--- src/rtl/cfs_sc_fifo_pkg.sv ---
// Shared definitions for the cfs_sc_fifo block.
//   CFS_FIFO_FWFT / CFS_FIFO_REGOUT : values for the OUTPUT_REG parameter.
//   next_ptr(ptr, depth)            : wrap-around pointer increment.
//                                     depth-1 (or above) goes to 0.
package cfs_sc_fifo_pkg;

  localparam int CFS_FIFO_FWFT   = 0;
  localparam int CFS_FIFO_REGOUT = 1;

  // The depth need not be a power of two, so the wrap is an explicit compare.
  function automatic logic [31:0] next_ptr(input logic [31:0] ptr,
                                           input logic [31:0] depth);
    return (ptr >= depth - 32'd1) ? 32'd0 : ptr + 32'd1;
  endfunction

endpackage

--- src/rtl/cfs_sc_fifo_ptr.sv ---
// Wrapping pointer register for cfs_sc_fifo.
// Ports:
//   clk    : clock, rising edge
//   reset  : asynchronous active-high reset, pointer -> 0
//   clr_i  : synchronous clear, has priority over inc_i
//   inc_i  : advance the pointer by one, wrapping at DEPTH-1
//   ptr_o  : current pointer value
module cfs_sc_fifo_ptr
  import cfs_sc_fifo_pkg::*;
#(
  parameter int DEPTH = 8,
  parameter int PTR_W = 3
) (
  input  logic             clk,
  input  logic             reset,
  input  logic             clr_i,
  input  logic             inc_i,
  output logic [PTR_W-1:0] ptr_o
);

  logic [PTR_W-1:0] ptr_q;
  logic [PTR_W-1:0] ptr_d;

  always_comb begin
    ptr_d = ptr_q;
    if (clr_i) begin
      ptr_d = '0;
    end else if (inc_i) begin
      ptr_d = PTR_W'(next_ptr(32'(ptr_q), 32'(DEPTH)));
    end
  end

  always_ff @(posedge clk or posedge reset) begin
    if (reset) begin
      ptr_q <= '0;
    end else begin
      ptr_q <= ptr_d;
    end
  end

  assign ptr_o = ptr_q;

endmodule

--- src/rtl/cfs_sc_fifo.sv ---
// Single-clock FIFO with valid/ready handshakes on both sides, any depth >= 2,
// fall-through or registered output, runtime almost-full/almost-empty
// thresholds, synchronous flush and a peak-level watermark.
// Ports:
//   clk, reset           : clock and asynchronous active-high reset
//   flush                : synchronous clear, beats push and pop
//   push_valid/ready/data: write side handshake
//   pop_valid/ready/data : read side handshake
//   af_lvl, ae_lvl       : almost-full / almost-empty thresholds
//   fifo_lvl             : words held (memory plus output flop)
//   full, empty          : level == depth / level == 0
//   almost_full/empty    : level >= af_lvl / level <= ae_lvl
//   max_lvl              : peak level since the last reset or flush
module cfs_sc_fifo
  import cfs_sc_fifo_pkg::*;
#(
  parameter int  DATA_WIDTH = 32,
  parameter int  FIFO_DEPTH = 8,
  parameter int  OUTPUT_REG = 0,
  localparam int CNT_WIDTH  = $clog2(FIFO_DEPTH)
) (
  input  logic                  clk,
  input  logic                  reset,
  input  logic                  flush,
  input  logic                  push_valid,
  input  logic [DATA_WIDTH-1:0] push_data,
  output logic                  push_ready,
  output logic                  pop_valid,
  output logic [DATA_WIDTH-1:0] pop_data,
  input  logic                  pop_ready,
  input  logic [CNT_WIDTH:0]    af_lvl,
  input  logic [CNT_WIDTH:0]    ae_lvl,
  output logic [CNT_WIDTH:0]    fifo_lvl,
  output logic                  full,
  output logic                  empty,
  output logic                  almost_full,
  output logic                  almost_empty,
  output logic [CNT_WIDTH:0]    max_lvl
);

  localparam int                LVL_W     = CNT_WIDTH + 1;
  localparam logic [LVL_W-1:0]  DEPTH_LVL = LVL_W'(FIFO_DEPTH);

  if (DATA_WIDTH < 1) begin : g_bad_width
    $error("cfs_sc_fifo: DATA_WIDTH must be >= 1");
  end
  if (FIFO_DEPTH < 2) begin : g_bad_depth
    $error("cfs_sc_fifo: FIFO_DEPTH must be >= 2");
  end

  logic [DATA_WIDTH-1:0] mem [FIFO_DEPTH];
  logic [CNT_WIDTH-1:0]  wr_ptr;
  logic [CNT_WIDTH-1:0]  rd_ptr;
  logic [LVL_W-1:0]      lvl_q, lvl_d;
  logic [LVL_W-1:0]      max_q, max_d;
  logic                  push_hs;
  logic                  pop_hs;
  logic                  rd_adv;

  // push_ready deliberately ignores pop_ready: a full FIFO never accepts a
  // word even if the head leaves in the same cycle.
  assign push_ready = !reset && !flush && (lvl_q < DEPTH_LVL);
  assign push_hs    = push_valid && push_ready;
  assign pop_hs     = pop_valid && pop_ready;

  cfs_sc_fifo_ptr #(.DEPTH(FIFO_DEPTH), .PTR_W(CNT_WIDTH)) u_wr_ptr (
    .clk   (clk),
    .reset (reset),
    .clr_i (flush),
    .inc_i (push_hs),
    .ptr_o (wr_ptr)
  );

  cfs_sc_fifo_ptr #(.DEPTH(FIFO_DEPTH), .PTR_W(CNT_WIDTH)) u_rd_ptr (
    .clk   (clk),
    .reset (reset),
    .clr_i (flush),
    .inc_i (rd_adv),
    .ptr_o (rd_ptr)
  );

  // Storage is not reset; only the pointers and level define what is valid.
  always_ff @(posedge clk) begin
    if (push_hs) begin
      mem[wr_ptr] <= push_data;
    end
  end

  if (OUTPUT_REG == CFS_FIFO_REGOUT) begin : g_regout
    logic                  ovld_q, ovld_d;
    logic [DATA_WIDTH-1:0] odata_q, odata_d;
    logic [LVL_W-1:0]      mem_cnt;
    logic                  load;

    // The level includes the output flop, so memory occupancy is level minus
    // the flop's valid bit. A word written this edge is not yet readable, which
    // gives the extra cycle of first-word latency.
    assign mem_cnt = lvl_q - LVL_W'(ovld_q);
    assign load    = (mem_cnt != '0) && (!ovld_q || pop_hs);

    always_comb begin
      ovld_d  = ovld_q;
      odata_d = odata_q;
      if (flush) begin
        ovld_d = 1'b0;
      end else if (load) begin
        ovld_d  = 1'b1;
        odata_d = mem[rd_ptr];
      end else if (pop_hs) begin
        ovld_d = 1'b0;
      end
    end

    always_ff @(posedge clk or posedge reset) begin
      if (reset) begin
        ovld_q  <= 1'b0;
        odata_q <= '0;
      end else begin
        ovld_q  <= ovld_d;
        odata_q <= odata_d;
      end
    end

    assign pop_valid = ovld_q && !flush;
    assign pop_data  = odata_q;
    assign rd_adv    = load && !flush;
  end else begin : g_fwft
    assign pop_valid = (lvl_q != '0) && !flush;
    assign pop_data  = mem[rd_ptr];
    assign rd_adv    = pop_hs;
  end

  always_comb begin
    lvl_d = lvl_q + LVL_W'(push_hs) - LVL_W'(pop_hs);
    max_d = (lvl_d > max_q) ? lvl_d : max_q;
    if (flush) begin
      lvl_d = '0;
      max_d = '0;
    end
  end

  always_ff @(posedge clk or posedge reset) begin
    if (reset) begin
      lvl_q <= '0;
      max_q <= '0;
    end else begin
      lvl_q <= lvl_d;
      max_q <= max_d;
    end
  end

  assign fifo_lvl     = lvl_q;
  assign max_lvl      = max_q;
  assign full         = (lvl_q == DEPTH_LVL);
  assign empty        = (lvl_q == '0);
  assign almost_full  = (lvl_q >= af_lvl);
  assign almost_empty = (lvl_q <= ae_lvl);

endmodule

--- config.mk ---
export PLATFORM = sky130hd
export DESIGN_NAME = cfs_sc_fifo
export DESIGN_NICKNAME = d
export VERILOG_FILES = /design/src/rtl/cfs_sc_fifo_pkg.sv /design/src/rtl/cfs_sc_fifo_ptr.sv /design/src/rtl/cfs_sc_fifo.sv
export SDC_FILE = /design/constraint.sdc
export NUM_CORES = 1
export LEC_CHECK = 0
export CELL_PAD_IN_SITES_DETAIL_PLACEMENT = 0
export CELL_PAD_IN_SITES_GLOBAL_PLACEMENT = 2
export CORE_MARGIN = 2
export CORE_UTILIZATION = 45
export CTS_CLUSTER_DIAMETER = 150
export CTS_CLUSTER_SIZE = 30
export DETAILED_ROUTE_END_ITERATION = 10
export GPL_TIMING_DRIVEN = 1
export PLACE_DENSITY = 0.89
export SYNTH_ARGS = -nofsm -noshare
export SYNTH_HDL_FRONTEND = slang
export SYNTH_SLANG_ARGS = --single-unit
--- constraint.sdc ---
create_clock -name clk -period 4.4 [get_ports clk]
set_input_delay 0.88 -clock clk [delete_from_list [all_inputs] [get_ports clk]]
set_output_delay 0.88 -clock clk [all_outputs]
set_load 0.01 [all_outputs]
Word level (Yosys, flattened, before mapping) --
Memory sizes are Yosys's and may differ from the RTL's. Index checks and enable logic that the tools add are counted.
Storage, ports and cells: flip-flop bits (word level) 14, memory bits (writable) 256, input port bits 45, output and inout bits 46, word-level logic and storage cells 39, memories kept 1
Memory list:
- mem | depth 8, bits a word 32, rd ports 1, clocked after memory_dff 0, wr ports 1, line cfs_sc_fifo.sv:51 | logic [DATA_WIDTH-1:0] mem [FIFO_DEPTH];
Operators by class: add/subtract/negate cells 4, magnitude comparators 6, equal/unequal tests 1, multiplexer cells 11, reduce and logical (&&, ||, !) cells 12
Operator list (count):
- 3-bit 2-to-1 mux | 6
- 4-bit 2-to-1 mux | 3
- 3-bit by 1-bit adder with 3-bit output (second input constant) | 2
- 3-bit greater-or-equal comparator (second input constant) | 2
- 2-bit nonzero test | 3
- 1-bit logical AND | 5
- 4-bit by 1-bit adder with 4-bit output | 1
- 4-bit == test (second input constant) | 1
- 4-bit greater-or-equal comparator | 1
- 4-bit > comparator | 1
- 4-bit <= comparator | 1
- 4-bit zero test | 1
- 4-bit less-than comparator (second input constant) | 1
- 4-bit nonzero test | 1
- 4-bit by 1-bit subtractor with 4-bit output | 1
- 1-bit zero test | 2
- 1-bit 2-to-1 mux | 2

Logic depth before layout (Yosys ltp) --
Gate-level depths: netlist of run 1.
depth in word-level cells 9, mapped depth 17, gate-level depth less buffers 17

Hierarchy --
A second synthesis of run 1 with hierarchy kept.
Unflattened totals: cell total of the unflattened synthesis 502, area, all modules 10954.3 µm²
Modules (own cells, without submodules):
- cfs_sc_fifo | times used 1, cells each 472, area each 10611.4 µm²
- cfs_sc_fifo_ptr | times used 2, cells each 15, area each 171.4 µm²

Worst setup path after synthesis of run 1 --
Ideal clock, no wire load.
path type input to register, start in reset, end mem mem[0][0], enable pin, library setup time 0.461 ns, arrival time 3.721 ns, data required time 3.939 ns, path slack 0.218 ns, stages 4, buffers on the path 0, cell sequence nor3b_1 and2b_1 nand2b_1 nor3_1
On the way: longest elaborated chain between the ends 6
Ends and longest elaborated chain:
- start, declared | line cfs_sc_fifo.sv:23 | input logic reset,
- 1-bit zero test (no line)
- 1-bit logical AND (2 in a row) | line cfs_sc_fifo.sv:62 | assign push_ready = !reset && !flush && (lvl_q < DEPTH_LVL);
- 1-bit logical AND | line cfs_sc_fifo.sv:63 | assign push_hs = push_valid && push_ready;
- 1-bit 2-to-1 mux | line cfs_sc_fifo.sv:84 | if (push_hs) begin
- 1-bit 2-to-1 mux (implied by the code) | line cfs_sc_fifo.sv:85 | mem[wr_ptr] <= push_data;
- end, declared | line cfs_sc_fifo.sv:51
No other way between the ends.

Worst setup path after layout of run 1 --
start reg u_rd_ptr.ptr_q[0] (netlist: u_rd_ptr.ptr_o[0]), end out pop_data[24]
On the way: longest elaborated chain between the ends 1
Ends and longest elaborated chain:
- start, declared | line cfs_sc_fifo_ptr.sv:21 | logic [PTR_W-1:0] ptr_q;
- start signal, assigned | line cfs_sc_fifo_ptr.sv:37 | ptr_q <= ptr_d;
- memory read 8 x 32 bit
- end, declared | line cfs_sc_fifo.sv:29 | output logic [DATA_WIDTH-1:0] pop_data,
No other way between the ends.

==> results of run 1 <==
-- synthesized netlist by cell type --
library cell	number	area, um^2
sky130_fd_sc_hd__mux4_2	64	1440
sky130_fd_sc_hd__nor2b_1	7	43.8
sky130_fd_sc_hd__fa_1	1	20.0
sky130_fd_sc_hd__edfxtp_1	256	7690
sky130_fd_sc_hd__nor3_1	3	15.0
sky130_fd_sc_hd__a311o_1	1	10.0
sky130_fd_sc_hd__clkbuf_1	8	30.0
sky130_fd_sc_hd__o21ai_0	1	5.00
sky130_fd_sc_hd__inv_1	19	71.3
sky130_fd_sc_hd__mux2_2	36	405
sky130_fd_sc_hd__nand2_1	3	11.3
sky130_fd_sc_hd__a21oi_1	3	15.0
sky130_fd_sc_hd__and3_1	1	6.26
sky130_fd_sc_hd__and2b_1	1	7.51
sky130_fd_sc_hd__nor3b_2	1	12.5
sky130_fd_sc_hd__buf_1	1	3.75
sky130_fd_sc_hd__o211ai_1	1	7.51
sky130_fd_sc_hd__nand3_1	2	10.0
sky130_fd_sc_hd__a21o_1	4	30.0
sky130_fd_sc_hd__nand4_1	2	12.5
sky130_fd_sc_hd__xnor2_1	2	17.5
sky130_fd_sc_hd__nor2_1	16	60.1
sky130_fd_sc_hd__a21bo_2	1	10.0
sky130_fd_sc_hd__dfrtp_1	14	350
sky130_fd_sc_hd__nand3b_1	1	7.51
sky130_fd_sc_hd__buf_6	5	56.3
sky130_fd_sc_hd__nand4b_1	1	8.76
sky130_fd_sc_hd__a31oi_1	1	6.26
sky130_fd_sc_hd__buf_2	5	25.0
sky130_fd_sc_hd__ha_1	22	275
sky130_fd_sc_hd__o21a_1	2	15.0
sky130_fd_sc_hd__mux2i_1	3	30.0
sky130_fd_sc_hd__nand2b_1	6	37.5
sky130_fd_sc_hd__and2_1	1	6.26
sky130_fd_sc_hd__nor3b_1	1	7.51
sky130_fd_sc_hd__xor2_1	1	8.76
-- worst min path at each step --
stage                       from                end  slack (ns)  cells past startpoint
2_1_floorplan  u_wr_ptr.ptr_o[0]  u_wr_ptr.ptr_o[0]        0.57                      2
6_report       u_wr_ptr.ptr_o[0]  u_wr_ptr.ptr_o[0]        0.67                      2
4_1_cts        u_wr_ptr.ptr_o[0]  u_wr_ptr.ptr_o[0]        0.68                      2
3_3_place_gp   u_wr_ptr.ptr_o[0]  u_wr_ptr.ptr_o[0]        0.62                      2
5_1_grt        u_wr_ptr.ptr_o[0]  u_wr_ptr.ptr_o[0]        0.71                      2
3_5_place_dp   u_wr_ptr.ptr_o[0]  u_wr_ptr.ptr_o[0]        0.65                      2
-- final cells by class --
class                           instances  area share
Multi-Input combinational cell        189       0.207
Sequential cell                       270       0.641
Clock buffer                           17      0.0271
Tap cell                              319      0.0318
Inverter                               19     0.00569
Timing Repair Buffer                  107      0.0870
-- cells by family (layout without fill, tap and decap cells) --
group / Yosys count / count (layout)
flip-flops: 270 / 270
buffers and inverters: 38 / 143
multiplexers: 103 / 103
AO/OA/AOI/OAI: 14 / 14
adder cells (fa/ha/maj): 23 / 23
XOR/XNOR: 3 / 3
AND/OR/NAND/NOR: 46 / 46
-- cell usage in the layout (no fill, tap or decap), types with 2 or more instances in the layout --
| cell | instances |
|---|---|
| sky130_fd_sc_hd__nor3_2 | 2 |
| sky130_fd_sc_hd__nor2_1 | 10 |
| sky130_fd_sc_hd__mux2i_1 | 3 |
| sky130_fd_sc_hd__a21o_1 | 4 |
| sky130_fd_sc_hd__mux4_2 | 64 |
| sky130_fd_sc_hd__nor2b_1 | 7 |
| sky130_fd_sc_hd__nand3_1 | 2 |
| sky130_fd_sc_hd__inv_1 | 19 |
| sky130_fd_sc_hd__buf_12 | 5 |
| sky130_fd_sc_hd__mux2_2 | 36 |
| sky130_fd_sc_hd__edfxtp_1 | 256 |
| sky130_fd_sc_hd__xnor2_1 | 2 |
| sky130_fd_sc_hd__dfrtp_1 | 11 |
| sky130_fd_sc_hd__nand4_1 | 2 |
| sky130_fd_sc_hd__clkbuf_1 | 4 |
| sky130_fd_sc_hd__o21a_1 | 2 |
| sky130_fd_sc_hd__dfrtp_2 | 2 |
| sky130_fd_sc_hd__clkbuf_16 | 13 |
| sky130_fd_sc_hd__a21oi_1 | 3 |
| sky130_fd_sc_hd__ha_1 | 22 |
| sky130_fd_sc_hd__buf_4 | 12 |
| sky130_fd_sc_hd__clkdlybuf4s50_1 | 90 |
| sky130_fd_sc_hd__nor2_4 | 6 |
| sky130_fd_sc_hd__nand2_1 | 3 |
| sky130_fd_sc_hd__nand2b_1 | 6 |
-- report_power, final --
group	total (mW)	internal [mW]	switching [mW]
combinational	1.70	1.01	0.696
clock	1.24	0.547	0.695
sequential	2.98	2.86	0.114
total	5.92	4.42	1.51
-- state kept, by name, summed over array words and instances, names as in the netlist --
signal	cells
fifo_lvl	4
u_rd_ptr.ptr_o	3
mem	256
max_lvl	4
u_wr_ptr.ptr_o	3
-- critical path, cell delays in order (launching register included) --
cell and delay, ns:
sky130_fd_sc_hd__dfrtp_4 0.76, sky130_fd_sc_hd__buf_12 0.27, sky130_fd_sc_hd__mux4_2 0.53, sky130_fd_sc_hd__mux2_2 0.29, sky130_fd_sc_hd__clkdlybuf4s50_1 0.50
-- layer usage --
metal | wire length [um] | track usage
met5 | 0 | 0
met4 | 342 | 0.0343
met3 | 967 | 0.0215
met2 | 10400 | 0.286
met1 | 8230 | 0.219
-- stage by stage --
| step | area, um^2 | total power, mW | utilization | instances | hold slack (ns) |
|---|---|---|---|---|---|
| 3_5_place_dp | 12200 | 4.77 | 0.520 | 904 | 0.652 |
| 5_1_grt | 12500 | 6.22 | 0.534 | 921 | 0.706 |
| 4_1_cts | 12500 | 6.00 | 0.534 | 921 | 0.680 |
| 2_1_floorplan | 10800 | 4.14 | - | 497 | 0.569 |
| 3_3_place_gp | 12200 | 4.71 | 0.520 | 904 | 0.624 |
| 6_report | 12500 | 5.92 | 0.534 | 921 | 0.671 |
==> flow_summary.toml, run 1 <==
[run_status]
run_status = "complete, no violations"

[cts]
cts_repair_resize_count = 0
tritoncts_clock_tree = "built"
clock_sink_count = 270
ctsHoldBuffers = 0
ctsLongestPathBuffers = 3
cts_max_level = 1
clock_transition_at_the_registers_of_the_reported_paths_ns = 0.12
cts_made_buffers = 12
clk-insertion-delay-late_ns = 0.48
cts_setup_buffers = 0
ctsRootBufferMaster = "sky130_fd_sc_hd__clkbuf_16"

[floorplan]
fp.dieW_um = 159
dieArea_mm2 = 0.0252
top_level_pins = 91
start_util = 0.459
rows = 56
core_area_mm2 = 0.0235
fp.dieH_um = 159

[final_layout]
area_of_the_multi_input_gates_mm2 = 0.00260
seqCellArea_mm2 = 0.00804
filler_cell_count = 1784
final_layout_size_suffix_gt1_frac = 0.238
insertedDiodeCount = 0
area_growth_syn_to_layout_pct = 16.5
nets = 667

[drt]
drt_iter0_markers = 281
remaining_number_of_nets_flagged_by_the_antenna_check_after_routing = 0
drt_pass1_iterations = 4
vias_per_cell = 5.36
route.vias.total = 4932
detail_route.wirelength_um = 19900
routed_wire_length_per_instance_um = 21.6
remaining_drc_errors = 0

[timing]
fin_crit_sh = 0.854
setup_viol = 0
final.min_clock_period_ns = 3.76
skew_ns = 0.0211
worst_slack_ns = 0.644
report.final.slew_viol_count = 0
final_hold_viol_count = 0
achievable-frequency_mhz = 266
maxSlewHeadroom = 0.275
grt_setup_unrepaired = "no"
worst_slew_pin_slew_ns = 1.09
setup_total_negative_slack_ns = 0

[placement]
post-dp-hpwl_um = 11700
place_congestion = 0.716
dp_slack_ns = 0.154
io_buffer_count = 90

[grt]
global_route_usage_over_all_layers = 0.162
grt_first_pass_wirelength_um = 30000
antenna_violations_before_repair = 0
grt-ovfl-total = 0
largest_net_degree_at_the_start_of_global_routing = 36
grt_pass1_vias = 5274

[logic_synthesis]
synthXorXnorAreaFrac = 0.00244
yosysSeqAreaShare = 0.746
synth_warnings = 0
muxShareOfSynthArea = 0.174
synth.lib_cells_used.distinct = 36
largest_family_of_logic_cells_by_synthesized_area = "multiplexers"
synth-seq-cells = 270
synth_nets = 565
synth_area_per_cell_um2 = 21.7
mappedNetlistArea_mm2 = 0.0108
synth_fa_ha_area_frac = 0.0274
yosys.area_share.simple = 0.0229
fraction_of_the_mapped_netlist_area_in_compound_gates = 0.00918
syn-instance-count = 497

[critical_path]
critical_path.reg2reg.startpoint = "fifo_lvl[2]"
r2r.worst_path.cells = 16
worstSetupEndpointType = "primary output"
setup.worst_path.start_class = "flop"
timing.critical_path.to = "pop_data[24]"
critical_register_to_register_path_endpoint = "max_lvl[2]"
timing.setup.critical_path_class = "reg -> out"
cp_data_required_time_ns = 3.52
setup.worst_path.start = "u_rd_ptr.ptr_o[0]"
ff2ff_setup_slack_ns = 0.73
critPathArrivalTime_ns = 2.88
worst_path_max_fanout = 23

[pwr]
vdd_drop_max_mv = 0.278
pwr_density_cell_mw_per_mm2 = 472
total_leakage_power_nw = 3.99

[worst_hold_path]
hold_class = "reg -> reg"

[job]
maxCapViolations = 0
Note: power is estimated with default switching activity, not from simulation.
==> run 2: changes to the inputs <==
--- a/config.mk
+++ b/config.mk
@@ -9,2 +9,3 @@
 export CELL_PAD_IN_SITES_GLOBAL_PLACEMENT = 2
+export CORE_ASPECT_RATIO = 1.25
 export CORE_MARGIN = 2
@@ -16,2 +17,3 @@
 export PLACE_DENSITY = 0.89
+export REMOVE_ABC_BUFFERS = 1
 export SYNTH_ARGS = -nofsm -noshare
==> constraint.sdc (replaced) <==
create_clock -name clk -period 4.4 [get_ports clk]
set_input_delay 0.66 -clock clk [delete_from_list [all_inputs] [get_ports clk]]
set_output_delay 0.66 -clock clk [all_outputs]
set_load 0.01 [all_outputs]
==> flow_summary.toml, run 2 (synthesis gave the netlist of run 1 again) <==
[drt]
detail_route.wirelength_um = 20000
routed_wire_length_per_instance_um = 22.4
remaining_drc_errors = 0
drt_iter0_markers = 353
route.vias.total = 4974
remaining_number_of_nets_flagged_by_the_antenna_check_after_routing = 0
drt_pass1_iterations = 4
vias_per_cell = 5.56

[floorplan]
fp.dieW_um = 142
core_area_mm2 = 0.0236
fp.dieH_um = 177
dieArea_mm2 = 0.0252
start_util = 0.455
top_level_pins = 91
rows = 63

[grt]
grt_first_pass_wirelength_um = 31000
globalRouteMet3Util = 0.0252
globalRouteMet2Util = 0.293
antenna_violations_before_repair = 0
grt_pass1_vias = 5537
global_route_usage_over_all_layers = 0.163
largest_net_degree_at_the_start_of_global_routing = 39
grt-ovfl-total = 0
met1_track_utilization_from_global_routing = 0.209
globalRoute.busiestLayer = "met2"

[critical_path]
critical_path.n_buffers_inverters = 2
cell_chain_of_the_critical_path = "buf_4, mux4_2, mux2_2, clkdlybuf4s50_1"
worst_path_max_fanout = 32
setup.worst_path.start_class = "flop"
timing.setup.critical_path_class = "reg -> out"
slowest_stage = "sky130_fd_sc_hd__dfrtp_4"
crit_family = "buffers and inverters"
critical-path-max-stage-delay_ns = 0.87
cp_data_required_time_ns = 3.74
critPathArrivalTime_ns = 3.12
worstSetupEndpointType = "primary output"

[final_layout]
registers.top_by_ff_count = "mem"
area_of_the_multi_input_gates_mm2 = 0.00260
filler_cell_count = 1804
nets = 663
final_cell_mix = "256 x sky130_fd_sc_hd__edfxtp_1, 90 x sky130_fd_sc_hd__clkdlybuf4s50_1, 64 x sky130_fd_sc_hd__mux4_2"
final_layout_size_suffix_gt1_frac = 0.231
postLayoutCellArea_mm2 = 0.0125
largest_register_ffs = 256
final_common_cell = "sky130_fd_sc_hd__edfxtp_1"
seqCellArea_mm2 = 0.00804
area_growth_syn_to_layout_pct = 16.0

[placement]
io_buffer_count = 90
post-dp-hpwl_um = 12200
place_congestion = 0.728
placed_area_mm2 = 0.0121
dp_slack_ns = 0.201

[cts]
ctsRootBufferMaster = "sky130_fd_sc_hd__clkbuf_16"
tritoncts_clock_tree = "built"
cts_made_buffers = 12
clk-insertion-delay-late_ns = 0.48
cts_setup_buffers = 0
clock_sink_count = 270
cts_repair_resize_count = 0
clock_transition_at_the_registers_of_the_reported_paths_ns = 0.11
ctsLongestPathBuffers = 3
cts_max_level = 1
ctsHoldBuffers = 0

[run_status]
run_status = "complete, no violations"

[timing]
final_hold_viol_count = 0
report.final.slew_viol_count = 0
setup_total_negative_slack_ns = 0
fin_crit_sh = 0.859
achievable-frequency_mhz = 265
worst_slew_pin_slew_ns = 1.11
maxSlewHeadroom = 0.263
grt_setup_unrepaired = "no"
final.min_clock_period_ns = 3.78
setup_viol = 0
skew_ns = 0.0196
worst_slack_ns = 0.623

[pwr]
total_leakage_power_nw = 3.97
pwr_density_cell_mw_per_mm2 = 474
vdd_drop_max_mv = 0.395

[worst_hold_path]
hold_class = "in -> async"

[job]
maxCapViolations = 0
## run 2: cell types whose count changed in the layout (fill, tap and decap cells not counted), sizes merged
cell,previous run,this run
buf,17,13
clkbuf,17,20
diode,0,1
## run 2: final cells by class
type,instances,share of cell area
Antenna cell,1,0.000200
Clock buffer,20,0.0281
Inverter,19,0.00571
Multi-Input combinational cell,189,0.208
Sequential cell,270,0.644
Tap cell,292,0.0292
Timing Repair Buffer,103,0.0849
## run 2: final timing paths
check                      cells past startpoint  slack (ns)               from                end
max                                            4        0.62  u_rd_ptr.ptr_o[0]       pop_data[12]
min                                            2        0.58              reset        fifo_lvl[3]
max reg2reg                                   16        0.80        fifo_lvl[2]         max_lvl[2]
min reg2reg                                    2        0.66  u_wr_ptr.ptr_o[0]  u_wr_ptr.ptr_o[0]
max in group asynchronous                      2        3.41              reset  u_rd_ptr.ptr_o[2]
min in group clk                               2        0.66  u_wr_ptr.ptr_o[0]  u_wr_ptr.ptr_o[0]
## run 2: routing by layer
metal / vias to the layer above / routed length, um
met5: - / 0
met4: 0 / 303
met3: 23 / 918
met2: 125 / 10600
met1: 2622 / 8200
li1: 2204 / -
## run 2: report_power, final
group          total (mW)  internal (mW)  leakage [nW]  switching (mW)
combinational        1.64          0.987          1.32           0.654
clock                1.27          0.558         0.168           0.708
sequential           3.02           2.86          2.49           0.152
total                5.92           4.41          3.97            1.51
## run 2: metrics by stage
step,util,hold slack [ns],total power [mW],instances
after floorplan,-,0.549,4.13,478
after global placement,0.513,0.619,4.69,873
after detailed placement,0.513,0.621,4.74,873
after CTS,0.528,0.576,5.99,893
after global routing,0.528,0.619,6.19,893
final,0.528,0.580,5.92,894
==> run 3: changes to the inputs <==
CORE_UTILIZATION = 49   (was 45)
DONT_BUFFER_PORTS = 1   (was unset)
PLACE_DENSITY = 0.88   (was 0.89)
==> flow_summary.toml, run 3 (synthesis gave the netlist of run 1 again) <==
[run_status]
run_status = "complete, no violations"

[critical_path]
cp.depth = 16
timing.setup.critical_path_class = "reg -> reg"
critPathMostFrequentCell = "sky130_fd_sc_hd__ha_1"
slowest_stage = "sky130_fd_sc_hd__dfrtp_1"
critical-path-max-stage-delay_ns = 0.46
cp_data_required_time_ns = 4.79
worst_path_max_fanout = 4
critical_path.n_buffers_inverters = 3
worstSetupEndpointType = "flop"
setup.worst_path.start_class = "flop"
cell_chain_of_the_critical_path = "inv_1, ha_1, nor3b_2, nor2_1, and2_1, ha_1, inv_1, ha_1, a21o_1, a21oi_1, xnor2_1, inv_1, ha_1, a21oi_1, a21bo_2, mux2_2"
r2r.worst_path.cells = 16
crit_family = "adder cells"
critPathArrivalTime_ns = 4.22

[floorplan]
top_level_pins = 91
fp.dieW_um = 137
start_util = 0.500
fp.dieH_um = 170
dieArea_mm2 = 0.0232
core_area_mm2 = 0.0215
rows = 60

[timing]
fin_crit_sh = 0.871
grt_setup_unrepaired = "no"
maxSlewHeadroom = 0.250
skew_ns = 0.0292
report.final.slew_viol_count = 0
achievable-frequency_mhz = 261
setup_total_negative_slack_ns = 0
setup_viol = 0
final.min_clock_period_ns = 3.83
worst_slew_pin_slew_ns = 1.12
final_hold_viol_count = 0

[pwr]
pwr_density_cell_mw_per_mm2 = 482
total_leakage_power_nw = 3.64
vdd_drop_max_mv = 0.458

[cts]
cts_setup_buffers = 0
clock_transition_at_the_registers_of_the_reported_paths_ns = 0.12
cts_made_buffers = 12
tritoncts_clock_tree = "built"
cts_max_level = 1
clk-insertion-delay-late_ns = 0.49
ctsRootBufferMaster = "sky130_fd_sc_hd__clkbuf_16"
cts_repair_resize_count = 0
ctsHoldBuffers = 0
ctsLongestPathBuffers = 3
clock_sink_count = 270

[final_layout]
final_cell_mix = "256 x sky130_fd_sc_hd__edfxtp_1, 64 x sky130_fd_sc_hd__mux4_2, 36 x sky130_fd_sc_hd__mux2_2"
insertedDiodeCount = 0
final_common_cell = "sky130_fd_sc_hd__edfxtp_1"
area_growth_syn_to_layout_pct = 7.20
registers.top_by_ff_count = "mem"
final_layout_size_suffix_gt1_frac = 0.279
largest_register_ffs = 256
nets = 577
final_core_utilization = 0.536

[job]
maxCapViolations = 0

[drt]
remaining_drc_errors = 0
routed_wire_length_per_instance_um = 24.7
vias_per_cell = 5.87
drt_iter0_markers = 347
detail_route.wirelength_um = 19600
route.vias.total = 4642
drt_pass1_iterations = 4
remaining_number_of_nets_flagged_by_the_antenna_check_after_routing = 0

[placement]
post-dp-hpwl_um = 11800
io_buffer_count = 0
place_congestion = 0.750

[grt]
antenna_violations_before_repair = 0
global_route_usage_over_all_layers = 0.173
grt-ovfl-total = 0
largest_net_degree_at_the_start_of_global_routing = 49
grt_pass1_vias = 5084
grt_first_pass_wirelength_um = 29600

[worst_hold_path]
hold_class = "in -> async"
==> run 3: cell types whose count changed in the layout (fill, tap and decap cells not counted), sizes merged <==
| cell | before | now |
|---|---|---|
| buf | 13 | 17 |
| clkbuf | 20 | 17 |
| clkdlybuf4s50 | 90 | 0 |
| diode | 1 | 0 |
==> run 3: layout make-up <==
cell class	instances	area [um^2]
clock buffers	17	340
inverters	19	71.3
fillers	1590	10000
well taps	279	349
flip-flops and latches	270	8040
repair buffers	17	140
multi-input cells	189	2600
==> run 3: final timing paths <==
kind | from | endpoint | slack (ns)
max | fifo_lvl[2] | max_lvl[1] | 0.57
min | reset | fifo_lvl[2] | 0.08
max reg2reg | fifo_lvl[2] | max_lvl[1] | 0.57
min reg2reg | u_wr_ptr.ptr_o[0] | u_wr_ptr.ptr_o[0] | 0.65
max in group asynchronous | reset | u_rd_ptr.ptr_o[0] | 3.91
min in group clk | flush | u_rd_ptr.ptr_o[0] | 0.21
==> run 3: metrics by stage <==
step                std cells  hold slack [ns]  power, mW  cell area, um^2  setup slack, ns
global route              791           0.0960       5.78            11500            0.299
CTS                       791           0.0865       5.61            11500            0.552
global placement          774            0.593       4.33            11200            0.750
detailed placement        774            0.625       4.38            11200            0.585
finish                    791           0.0827       5.56            11500            0.569
floorplan                 478            0.549       4.13            10700            0.177
==> run 3: per-layer routing <==
metal | vias to the layer above | GRT usage | share of wire
met5 | - | 0 | 0
met4 | 0 | 0.0485 | 0.019
met3 | 28 | 0.0352 | 0.059
met2 | 131 | 0.313 | 0.53
met1 | 2448 | 0.208 | 0.39
li1 | 2035 | - | -
==> run 3: report_power, final <==
group / total (mW) / leakage (nW) / switching [mW] / internal, mW
sequential: 3.00 / 2.49 / 0.137 / 2.87
combinational: 1.30 / 0.981 / 0.601 / 0.699
clock: 1.26 / 0.165 / 0.711 / 0.547
total: 5.56 / 3.64 / 1.45 / 4.11
